**src/rtl/hilo_unit.sv**
```systemverilog
// rtl/hilo_unit.sv - HI/LO register stage with fixed-latency multiply commit and MTHI/MTLO
module hilo_unit #(
  parameter int WIDTH   = 32,
  parameter int LATENCY = 3
) (
  input  logic               clk,
  input  logic               rst,
  input  logic               mul_start,
  input  logic [2*WIDTH-1:0] prod,
  input  logic               mthi,
  input  logic               mtlo,
  input  logic [WIDTH-1:0]   wdata,
  input  logic               flush,
  output logic [WIDTH-1:0]   hi,
  output logic [WIDTH-1:0]   lo,
  output logic               busy,
  output logic               done
);

  typedef enum logic {IDLE = 1'b0, RUN = 1'b1} state_t;

  state_t               state, state_n;
  logic [3:0]           cnt, cnt_n;
  logic [2*WIDTH-1:0]   hold, hold_n;
  logic [WIDTH-1:0]     hi_n, lo_n;
  logic                 done_n;

  always_ff @(posedge clk or posedge rst) begin
    if (rst) begin
      state <= IDLE;
      cnt   <= '0;
      hold  <= '0;
      hi    <= '0;
      lo    <= '0;
      done  <= 1'b0;
    end else begin
      state <= state_n;
      cnt   <= cnt_n;
      hold  <= hold_n;
      hi    <= hi_n;
      lo    <= lo_n;
      done  <= done_n;
    end
  end

  // flush overrides everything, including a same-cycle start or move
  always_comb begin
    state_n = state;
    cnt_n   = cnt;
    hold_n  = hold;
    hi_n    = hi;
    lo_n    = lo;
    done_n  = 1'b0;
    if (flush) begin
      state_n = IDLE;
      cnt_n   = '0;
    end else begin
      case (state)
        IDLE: begin
          if (mul_start) begin
            hold_n  = prod;
            cnt_n   = 4'(LATENCY - 1);
            state_n = RUN;
          end else begin
            if (mthi) hi_n = wdata;
            if (mtlo) lo_n = wdata;
          end
        end
        RUN: begin
          if (cnt != 4'd0) begin
            cnt_n = cnt - 4'd1;
          end else begin
            hi_n    = hold[2*WIDTH-1:WIDTH];
            lo_n    = hold[WIDTH-1:0];
            done_n  = 1'b1;
            state_n = IDLE;
          end
        end
        default: state_n = IDLE;
      endcase
    end
  end

  assign busy = (state == RUN);

endmodule

```
**config.mk**
```make
export PLATFORM = sky130hd
export DESIGN_NAME = hilo_unit
export DESIGN_NICKNAME = d
export VERILOG_FILES = /design/src/rtl/hilo_unit.sv
export SDC_FILE = /design/constraint.sdc
export NUM_CORES = 1
export LEC_CHECK = 0
export BUFFER_PORTS_ARGS = -buffer_cell sky130_fd_sc_hd__buf_2
export CORE_UTILIZATION = 35
export DETAILED_ROUTE_END_ITERATION = 8
export GPL_ROUTABILITY_DRIVEN = 0
export PLACE_DENSITY = 0.58
export SLEW_MARGIN = 20
export SYNTH_ARGS = -nofsm -noshare
export SYNTH_HDL_FRONTEND = slang
export SYNTH_SLANG_ARGS = --single-unit
```
**constraint.sdc**
```tcl
create_clock -name clk -period 6.1 [get_ports clk]
set_clock_uncertainty 0.05 [all_clocks]
set_input_delay 1.22 -clock clk [delete_from_list [all_inputs] [get_ports clk]]
set_output_delay 1.22 -clock clk [all_outputs]
set_load 0.02 [all_outputs]
```
==> impl_metrics.tcl <==
set metrics [dict create \
    post_cts_buffers 0 \
    die_w_um 129.4 \
    ios 168 \
    synth.yosys.seq_area_share 0.5899 \
    rows 46 \
    avgRoutedWirePerCell_um 17.77 \
    max_cap_viol_count 0 \
    layout_worst_path_cycle_share 0.4776 \
    worstPathRequired_ns 6.35 \
    cts.htree.levels 4 \
    power_density_nw_per_um2 428.4 \
    grt_pass1_vias 4201 \
    synth_cells 408 \
    setup_viol 0 \
    hold_path_class "flip-flop to flip-flop" \
    grt_pass1_wl_um 22220 \
    die_area_sq_um 16750 \
    grt_max_degree 79 \
    synthFlopType "dfrtp_1" \
    start_util 0.3578 \
    vdd_ir_drop_max_uv 208.9 \
    crit_start "flush" \
    hold_violations 0 \
    root_buffer "clkbuf_16" \
    nFillCells 1510 \
    num_vias 4056 \
    reg2reg_depth 4 \
    firstDrtPassIters 5 \
    regToRegStartpoint "busy$_DFF_PP0_" \
    tightest_slew_ns 0.8840 \
    rsz0062_at_grt "no" \
    cp.arrival_ns 3.16 \
    yosysWarnings 0 \
    vias_per_cell 5.057 \
    async_reset_ff_frac 1.000 \
    layout_commonest_cell "buf_2" \
    ys_ff_latch 134 \
    worst_setup_path_start_kind "input pin" \
    dp_hpwl_um 9693 \
    whs_ns 0.4531 \
    status "complete, no violations" \
    holdPathStages 1 \
    fin_tns_setup_ns 0 \
    clock_sinks 134 \
    final_cell_mix "buf_2 (167), dfrtp_1 (134), mux2_2 (64)" \
    numCtsBuffers 17 \
    syn_nets 512 \
    crit_type "input pin to flip-flop" \
    cts_buffer_depth 2 \
    fmax_ghz 0.3433 \
    seqCellArea_sq_um 3353 \
    final-instance-count-excl-fill 802 \
    antenna_found_initial 0 \
    cp_max_fo 33 \
    cts.clk_slew.worst_paths_ns 0.06 \
    ant_nets 0 \
    core-area_sq_um 15890 \
    end_kind "flip-flop" \
    cts_tree "built" \
    whs_endpoint "hi[12]$_DFFE_PP0P_" \
    ys_types 38 \
    regToRegSetupSlack_ns 3.33 \
    cts_resized 0 \
    power.leakage_nw 3.291 \
    netlist_area_sq_um 5684 \
    pre_cts_slack_ns 2.751 \
    portBuffers 167 \
    drcViolationCount 0 \
    dp.cells 768 \
    postLayoutCoreUtil 0.4589 \
    drtIter0Drc 203 \
    die_y_um 129.4 \
    hold_path.startpoint "hold[44]$_DFFE_PP0P_" \
    syn_area_per_cell_sq_um 13.93 \
    grt_overflow_total 0 \
    r2r-end "hi[26]$_DFFE_PP0P_" \
    synth_edf_count 0 \
    nets 675 \
    min_period_ns 2.913 \
    drive_gt1_frac 0.4880 \
    clk_latency_ns 0.42 \
    track_usage 0.1783 \
    setup_ws_ns 3.187 \
    drt_wl_total_um 14250 \
    postCtsHoldBufs 0 \
    area_growth_pct 28.24 \
    max-slew-margin-rel 0.4107 \
    multi_input_area_sq_um 2123 \
    maxSlewViolCount 0 \
]
==> sequential cells by signal (all words and copies together) (netlist names) <==
signal,flops
cnt,4
lo,32
busy,1
hi,32
done,1
hold,64
==> Yosys cell counts, drive strengths merged (2+ instances only) <==
cell type	count	share of area
nor4b	2	0.0084
a21o	2	0.0026
nor3b	2	0.0035
or3b	3	0.0046
inv	4	0.0026
nand2b	25	0.028
nor2b	2	0.0035
o21ai	2	0.0018
buf	22	0.031
a211oi	8	0.011
dfrtp	134	0.59
mux2	64	0.13
nand2	2	0.0018
and2	32	0.035
nor3	16	0.014
ha	2	0.0044
a21oi	5	0.0057
o221a	24	0.048
clkbuf	6	0.0040
nor2	10	0.0066
a221o	32	0.056
nand3	2	0.0018
==> how the worst max path moves through the flow <==
stage,end,cells after the start
global route,lo[13]$_DFFE_PP0P_,5
detailed placement,lo[14]$_DFFE_PP0P_,5
global placement,hi[19]$_DFFE_PP0P_,5
CTS,lo[14]$_DFFE_PP0P_,5
floorplan,busy$_DFF_PP0_,1
finish,hi[26]$_DFFE_PP0P_,5
==> worst max-delay path: stages <==
cell	delay [ns]
buf_2	0.27
nor2b_4	0.10
nand2_2	0.58
inv_2	0.49
a221o_1	0.47
==> area by class of cell <==
| class | count | share of cell area |
|---|---|---|
| tap | 216 | 0.03708 |
| sequential | 134 | 0.4600 |
| clock inverter | 8 | 0.01957 |
| inverter | 4 | 0.002746 |
| antenna | 2 | 0.0006866 |
| timing repair buffer | 172 | 0.1198 |
| multi-input combinational | 242 | 0.2913 |
| clock buffer | 24 | 0.06883 |
==> power by group <==
group          switching [W]  internal, W
Sequential          0.000147      0.00113
Combinational       0.000408     0.000331
Clock               0.000372     0.000737
Total               0.000926      0.00220
==> per-stage QoR <==
stage	area, sq um	power [W]
2_1_floorplan	5684	0.001752
3_3_place_gp	6640	0.002014
3_5_place_dp	6640	0.002036
4_1_cts	7284	0.003150
5_1_grt	7284	0.003272
6_report	7289	0.003123
==> layer usage <==
layer	vias to the layer above	wire length, um	GRT usage
met2	180	6441	0.2761
li1	1845	-	-
met5	-	0	0
met3	21	1154	0.06317
met4	0	259	0.06635
met1	2010	6392	0.2299
==> kinds of logic after synthesis <==
group / Yosys count / synth area share
flip-flops: 134 / 0.5899
adder cells (fa/ha/maj): 2 / 0.004402
AO/OA/AOI/OAI: 75 / 0.1272
multiplexers: 64 / 0.1268
buffers and inverters: 32 / 0.03742
AND/OR/NAND/NOR: 101 / 0.1142
Power figures use the tool's default switching activity.
